File: config.mk
export PLATFORM = sky130hd
export DESIGN_NAME = ip_rx_mux
export DESIGN_NICKNAME = d
export VERILOG_FILES = /design/src/rtl/ip_pkg.sv /design/src/rtl/ip_hdr_csum.sv /design/src/rtl/ip_rx_mux.sv
export SDC_FILE = /design/constraint.sdc
export NUM_CORES = 1
export LEC_CHECK = 0
export CAP_MARGIN = 30
export CORE_MARGIN = 3
export CORE_UTILIZATION = 41
export CTS_CLUSTER_DIAMETER = 30
export DETAILED_ROUTE_END_ITERATION = 10
export PLACE_DENSITY = 0.68
export SLEW_MARGIN = 20
export SYNTH_ARGS = -nofsm -noshare
export SYNTH_HDL_FRONTEND = slang
export SYNTH_HIERARCHICAL = 1
export SYNTH_SLANG_ARGS = --single-unit
File: constraint.sdc
create_clock -name i_clk -period 8.7 [get_ports i_clk]
set_input_delay 1.74 -clock i_clk [delete_from_list [all_inputs] [get_ports i_clk]]
set_output_delay 1.74 -clock i_clk [all_outputs]
set_load 0.01 [all_outputs]
File: src/rtl/ip_pkg.sv
// Shared IPv4 receive definitions: parser states, header field record and protocol constants.
// No logic; latency and backpressure are properties of the modules that import this package.
// Header byte counts are 16 bits wide so they compare directly against total_len.
package ip_pkg;

  typedef enum logic [2:0] {SYNC, IDLE, HDR, PAYLOAD, DROP} ip_state_t;

  localparam logic [3:0]  IP_VERSION4      = 4'd4;
  localparam logic [15:0] IP_HDR_MIN_BYTES = 16'd20;
  localparam logic [7:0]  IP_PROTO_ICMP    = 8'd1;
  localparam logic [7:0]  IP_PROTO_UDP     = 8'd17;
  localparam logic [31:0] IP_BCAST         = 32'hFFFF_FFFF;

  typedef struct packed {
    logic [3:0]  ihl;
    logic [15:0] total_len;
    logic        mf;
    logic [12:0] frag_off;
    logic [7:0]  proto;
    logic [31:0] src;
    logic [31:0] dst;
  } hdr_t;

  function automatic logic [15:0] hdr_bytes(input logic [3:0] ihl);
    return {10'd0, ihl, 2'b00};
  endfunction

endpackage

File: src/rtl/ip_hdr_csum.sv
// Byte-serial ones-complement header sum; even bytes are held, odd bytes complete a word.
// Latency: o_sum already includes the byte presented this cycle (combinational look-ahead).
// Backpressure: none; bytes are consumed only when i_vld is high.
module ip_hdr_csum (
  input  logic        i_clk,
  input  logic        i_rst,
  input  logic        i_clr,
  input  logic        i_vld,
  input  logic        i_odd,
  input  logic [7:0]  i_byte,
  output logic [15:0] o_sum
);

  logic [15:0] sum_q;
  logic [15:0] base;
  logic [16:0] add;
  logic [7:0]  hi_q;

  // A clear on the same cycle as a byte restarts the sum from that byte.
  always_comb begin
    base  = i_clr ? 16'd0 : sum_q;
    add   = {1'b0, base} + {1'b0, hi_q, i_byte};
    o_sum = base;
    if (i_vld && i_odd)
      o_sum = add[15:0] + {15'd0, add[16]};
  end

  always_ff @(posedge i_clk) begin
    if (i_rst) begin
      sum_q <= 16'd0;
      hi_q  <= 8'd0;
    end else begin
      sum_q <= o_sum;
      if (i_vld && !i_odd)
        hi_q <= i_byte;
    end
  end

endmodule

File: src/rtl/ip_rx_mux.sv
// IPv4 RX parser: validates header, forwards payload with one-hot channel select. IP_RX_BCAST_EN adds broadcast accept.
// Latency: payload byte appears on o_data/o_valid one cycle after it is accepted on i_mac_data.
// Backpressure: none; input is consumed whenever i_mac_valid is high, gaps in i_mac_valid just stall parsing.
module ip_rx_mux
  import ip_pkg::*;
#(
  parameter logic [31:0]             P_LOCAL_IP   = {8'd192, 8'd168, 8'd1, 8'd1},
  parameter int                      P_CHAN_NUM   = 2,
  parameter logic [8*P_CHAN_NUM-1:0] P_PROTO_LIST = {IP_PROTO_ICMP, IP_PROTO_UDP},
  parameter int                      P_CNT_W      = 16
) (
  input  logic                  i_clk,
  input  logic                  i_rst,
  input  logic [31:0]           i_local_ip,
  input  logic                  i_local_ip_valid,
  input  logic [7:0]            i_mac_data,
  input  logic                  i_mac_valid,
  input  logic                  i_mac_last,
  output logic [7:0]            o_data,
  output logic [15:0]           o_len,
  output logic                  o_last,
  output logic                  o_valid,
  output logic [P_CHAN_NUM-1:0] o_chan,
  output logic                  o_err,
  output logic [31:0]           o_recv_src_ip,
  output logic                  o_recv_src_valid,
  output logic [P_CNT_W-1:0]    o_drop_cnt
);

  ip_state_t             state_q, state_d;
  hdr_t                  hdr_q;
  logic [15:0]           cnt_q;
  logic [15:0]           hdr_end;
  logic [15:0]           csum_sum;
  logic [31:0]           local_ip_q;
  logic [31:0]           dst_now;
  logic [P_CHAN_NUM-1:0] chan_hit;
  logic                  byte0_bad, dst_ok, hdr_ok, pay_end, pay_vld;
  logic                  drop_inc, accept;

  ip_hdr_csum u_csum (
    .i_clk  (i_clk),
    .i_rst  (i_rst),
    .i_clr  (state_q != HDR),
    .i_vld  (i_mac_valid && (state_q == IDLE || state_q == HDR)),
    .i_odd  (state_q == HDR && cnt_q[0]),
    .i_byte (i_mac_data),
    .o_sum  (csum_sum)
  );

  // With a 20-byte header the last destination octet is the decision byte itself.
  assign dst_now   = (hdr_q.ihl == 4'd5) ? {hdr_q.dst[31:8], i_mac_data} : hdr_q.dst;
  assign hdr_end   = hdr_bytes(hdr_q.ihl) - 16'd1;
  assign byte0_bad = (i_mac_data[7:4] != IP_VERSION4) || (hdr_bytes(i_mac_data[3:0]) < IP_HDR_MIN_BYTES);
  assign pay_vld   = i_mac_valid && (state_q == PAYLOAD);
  assign pay_end   = (cnt_q == o_len - 16'd1);

`ifdef IP_RX_BCAST_EN
  assign dst_ok = (dst_now == local_ip_q) || (dst_now == IP_BCAST) ||
                  (dst_now == {local_ip_q[31:8], 8'hFF});
`else
  assign dst_ok = (dst_now == local_ip_q);
`endif

  // Descending scan so the lowest matching table index wins.
  always_comb begin
    chan_hit = '0;
    for (int i = P_CHAN_NUM - 1; i >= 0; i--) begin
      if (P_PROTO_LIST[8*i +: 8] == hdr_q.proto) begin
        chan_hit    = '0;
        chan_hit[i] = 1'b1;
      end
    end
  end

  assign hdr_ok = (csum_sum == 16'hFFFF) && !hdr_q.mf && (hdr_q.frag_off == 13'd0) &&
                  dst_ok && (|chan_hit) && (hdr_q.total_len > hdr_bytes(hdr_q.ihl));

  always_ff @(posedge i_clk) begin
    if (i_rst) state_q <= SYNC;
    else       state_q <= state_d;
  end

  always_comb begin
    state_d  = state_q;
    drop_inc = 1'b0;
    accept   = 1'b0;
    case (state_q)
      SYNC:    if (!i_mac_valid) state_d = IDLE;
      IDLE:
        if (i_mac_valid) begin
          if (byte0_bad || i_mac_last) begin
            drop_inc = 1'b1;
            state_d  = i_mac_last ? IDLE : DROP;
          end else begin
            state_d = HDR;
          end
        end
      HDR:
        if (i_mac_valid) begin
          if (i_mac_last) begin
            drop_inc = 1'b1;
            state_d  = IDLE;
          end else if (cnt_q == hdr_end) begin
            accept   = hdr_ok;
            drop_inc = !hdr_ok;
            state_d  = hdr_ok ? PAYLOAD : DROP;
          end
        end
      PAYLOAD:
        if (i_mac_valid) begin
          if (i_mac_last)   state_d = IDLE;
          else if (pay_end) state_d = DROP;
        end
      DROP:    if (i_mac_valid && i_mac_last) state_d = IDLE;
      default: state_d = SYNC;
    endcase
  end

  always_ff @(posedge i_clk) begin
    if (i_rst) begin
      cnt_q            <= 16'd0;
      hdr_q            <= '0;
      local_ip_q       <= P_LOCAL_IP;
      o_data           <= 8'd0;
      o_len            <= 16'd0;
      o_last           <= 1'b0;
      o_valid          <= 1'b0;
      o_chan           <= '0;
      o_err            <= 1'b0;
      o_recv_src_ip    <= 32'd0;
      o_recv_src_valid <= 1'b0;
      o_drop_cnt       <= '0;
    end else begin
      if (i_local_ip_valid)
        local_ip_q <= i_local_ip;
      if (drop_inc && (o_drop_cnt != '1))
        o_drop_cnt <= o_drop_cnt + {{(P_CNT_W-1){1'b0}}, 1'b1};

      o_valid          <= pay_vld;
      o_last           <= pay_vld && (pay_end || i_mac_last);
      o_err            <= pay_vld && i_mac_last && !pay_end;
      o_recv_src_valid <= pay_vld && (cnt_q == 16'd0);
      if (pay_vld)
        o_data <= i_mac_data;

      if (accept) begin
        o_chan        <= chan_hit;
        o_len         <= hdr_q.total_len - hdr_bytes(hdr_q.ihl);
        o_recv_src_ip <= hdr_q.src;
      end

      if (i_mac_valid) begin
        case (state_q)
          IDLE: begin
            cnt_q     <= 16'd1;
            hdr_q.ihl <= i_mac_data[3:0];
          end
          HDR: begin
            cnt_q <= (cnt_q == hdr_end) ? 16'd0 : cnt_q + 16'd1;
            case (cnt_q)
              16'd2:  hdr_q.total_len[15:8] <= i_mac_data;
              16'd3:  hdr_q.total_len[7:0]  <= i_mac_data;
              16'd6: begin
                hdr_q.mf             <= i_mac_data[5];
                hdr_q.frag_off[12:8] <= i_mac_data[4:0];
              end
              16'd7:  hdr_q.frag_off[7:0] <= i_mac_data;
              16'd9:  hdr_q.proto         <= i_mac_data;
              16'd12: hdr_q.src[31:24]    <= i_mac_data;
              16'd13: hdr_q.src[23:16]    <= i_mac_data;
              16'd14: hdr_q.src[15:8]     <= i_mac_data;
              16'd15: hdr_q.src[7:0]      <= i_mac_data;
              16'd16: hdr_q.dst[31:24]    <= i_mac_data;
              16'd17: hdr_q.dst[23:16]    <= i_mac_data;
              16'd18: hdr_q.dst[15:8]     <= i_mac_data;
              16'd19: hdr_q.dst[7:0]      <= i_mac_data;
              default: ;
            endcase
          end
          PAYLOAD: cnt_q <= cnt_q + 16'd1;
          default: ;
        endcase
      end
    end
  end

endmodule

==> results_dict.tcl <==
set metrics [dict create \
    status "finished clean" \
    insertion_delay_ns 0.57 \
    hold_viol 0 \
    synth-simple-area-share_pct 23.9 \
    synthFlopType "dfxtp_1" \
    cp.required_ns 9.19 \
    yosysTopAreaCellShare_pct 39.7 \
    layout_common_cells "259 x dfxtp_1, 223 x nor2_1, 157 x nand2_1" \
    power_density_nw_per_um2 216 \
    final_util_pct 53.5 \
    slew_viol_final 0 \
    cts_buffers 58 \
    post-cts-setup-buffers 0 \
    pre_cts_ws_ns 0.775 \
    drt-total-wl_um 36000 \
    synth_compound_area_share_pct 11.2 \
    netlist_area_um2 13100 \
    path_class "input pin to flip-flop" \
    layout_commonest_cell "dfxtp_1" \
    initial_core_util_pct 42.1 \
    regArea_um2 5180 \
    hp-class "flip-flop to flip-flop" \
    drtPass1Iterations 5 \
    rows 64 \
    synth_fa_ha_area_share_pct 3.18 \
    slew_headroom_pct 38.6 \
    cts.sinks 259 \
    design_area_um2 16600 \
    area_growth_pct 26.9 \
    p_total_mw 3.57 \
    grt_overflow_total 0 \
    cts.repair.resized 0 \
    grt_max_degree 98 \
    grt_pass1_vias 10800 \
    io_pins 123 \
    final_nets 1699 \
    synth-seq-area-share_pct 39.7 \
    worst-path-max-fanout 58 \
    tns_ns 0 \
    period_needed_ns 7.48 \
    synthCells 1509 \
    cts_buffer_depth 3 \
    htree_levels 2 \
    async_flop_share_pct 0 \
    nFillCells 2756 \
    placed_cell_area_um2 14500 \
    rsz0062_at_grt "false" \
    die_w_um 184 \
    hold_ws_ns 0.447 \
    antenna_found_initial 0 \
    synth_top_area_cell "dfxtp_1" \
    yosysWarnings 6 \
    synth.avg_cell_area_um2 8.65 \
    multiInputGateArea_um2 7420 \
    p_leak_nw 6.27 \
    path_clk_slew_ns 0.05 \
    synth_cell_types 79 \
    synth.area.top_cells "dfxtp_1 40%, mux2i_1 12%, nor2_1 6.4%" \
    syn_nets 1586 \
    io_buffers 122 \
    finalSetupViolCount 0 \
    gp_congestion 0.885 \
    synthXorXnorAreaFrac_pct 6.41 \
    ant_nets 0 \
    synth_edf_count 0 \
    period_share_pct 86.0 \
    drv_cap 0 \
    ctsHoldBuffers 0 \
    drive_above_1_share_pct 9.81 \
    vias_per_cell 5.47 \
    drc_errors 0 \
    grt_pass1_wl_um 57300 \
    vias 11300 \
    max_freq_ghz 0.134 \
    cts_tree "yes" \
    fin_ws_ns 1.22 \
    synth_mux_area_share_pct 12.1 \
    crit_arrival_ns 7.97 \
    synth_top_family_by_area "simple AND/OR/NAND/NOR gates" \
    worstSetupEndpointType "flip-flop" \
    die-area_um2 34000 \
    cts_root_buf "clkbuf_16" \
    skew_ns 0.0334 \
    post-dp-hpwl_um 24300 \
    ir_worst_vdd_mv 0.149 \
    tightest_slew_ns 0.919 \
    core_area_um2 31000 \
    drt_iter0_drc 832 \
    placed_cells 1955 \
    die_h_um 184 \
    n_antenna_cell 0 \
    cp-start-kind "input pin" \
    instances_no_fill 2068 \
    ys_ff_latch 259 \
    wire_per_inst_um 17.4 \
    grt_use_total_pct 20.6 \
]
[report_power, final]
part,total [mW],switching [mW],internal [mW]
combinational,0.184,0.111,0.0734
clock,2.17,0.731,1.44
sequential,1.22,0.0142,1.20
[path summary, 6_finish.rpt]
check	start	endpoint	slack, ns	depth (start not counted)
worst max register to register	state_q[2]$_SDFFE_PP0P_	o_chan[0]$_SDFFE_PP0P_	1.33	31
worst min-delay path	o_recv_src_ip[17]$_SDFFE_PP0P_	o_recv_src_ip[17]$_SDFFE_PP0P_	0.45	2
worst max-delay path	i_mac_data[0]	o_chan[0]$_SDFFE_PP0P_	1.22	27
worst min register to register	o_recv_src_ip[17]$_SDFFE_PP0P_	o_recv_src_ip[17]$_SDFFE_PP0P_	0.45	2
[worst max-delay path: stages]
cell             delay (ns)
clkdlybuf4s50_1        0.43
ha_1                   0.23
fa_1                   0.40
a21o_1                 0.21
a221oi_2               0.50
or3_4                  0.24
a21boi_1               0.08
o21ai_0                0.16
a21oi_1                0.08
o21ai_0                0.15
nand2b_1               0.12
ha_1                   0.23
ha_1                   0.21
and3_1                 0.20
and4_1                 0.26
nand4_1                0.10
xor2_1                 0.09
a21oi_1                0.15
nand4_1                0.12
nor4_1                 0.48
nand4_1                0.18
nor4_2                 0.30
nand3_1                0.21
nor4_4                 0.19
buf_4                  0.52
nand4_1                0.17
a21oi_1                0.18
[sequential cells by signal, indices dropped and copies added (netlist names), 16 cells and up]
signal and cells:
hdr_q 106, local_ip_q 32, o_recv_src_ip 32, cnt_q 16
o_drop_cnt 16, o_len 16, u_csum/sum_q 16
[Yosys cell counts (4+ instances only)]
| cell type | n |
|---|---|
| dfxtp_1 | 259 |
| nor2_1 | 223 |
| nand2_1 | 157 |
| mux2i_1 | 156 |
| a21oi_1 | 92 |
| clkbuf_1 | 57 |
| xor2_1 | 49 |
| xnor2_1 | 44 |
| nand3_1 | 39 |
| ha_1 | 30 |
| o21ai_0 | 29 |
| nor2b_1 | 27 |
| nor4_1 | 27 |
| inv_1 | 26 |
| buf_2 | 20 |
| nand4_1 | 20 |
| a211oi_1 | 19 |
| or3_1 | 19 |
| or4_1 | 16 |
| and3_1 | 15 |
| nor3_1 | 13 |
| nand2b_1 | 11 |
| o31ai_1 | 11 |
| buf_1 | 10 |
| nand4b_1 | 7 |
| a21o_1 | 6 |
| a31oi_1 | 6 |
| and2_1 | 6 |
| and4_1 | 6 |
| nor2_2 | 6 |
| o21bai_1 | 6 |
| nand3b_1 | 5 |
| nor3b_1 | 5 |
| o311ai_0 | 5 |
| o21a_1 | 4 |
| o21ai_1 | 4 |
| o2bb2ai_1 | 4 |
[cell type report]
type | count | share of cell area (%)
flip-flops and latches | 259 | 31.3
well taps | 396 | 2.99
clock buffers | 70 | 9.40
repair buffers | 142 | 8.42
inverters | 26 | 0.589
multi-input cells | 1135 | 44.7
clock inverters | 40 | 2.57
[metal layers]
metal | global-route usage [%] | routed length [um]
met5 | 0 | 0
met4 | 7.05 | 923
met3 | 4.03 | 2030
met2 | 33.0 | 16600
met1 | 27.9 | 16400
[cell families (layout without fill, tap and decap cells)]
logic type | after synthesis | after routing
fa+ha+maj | 32 | 32
simple gates | 627 | 627
flops | 259 | 259
xor+xnor | 94 | 94
mux | 157 | 157
compound gates | 225 | 225
buf+inv | 115 | 278
No activity file was read; power rests on OpenSTA's default activity.
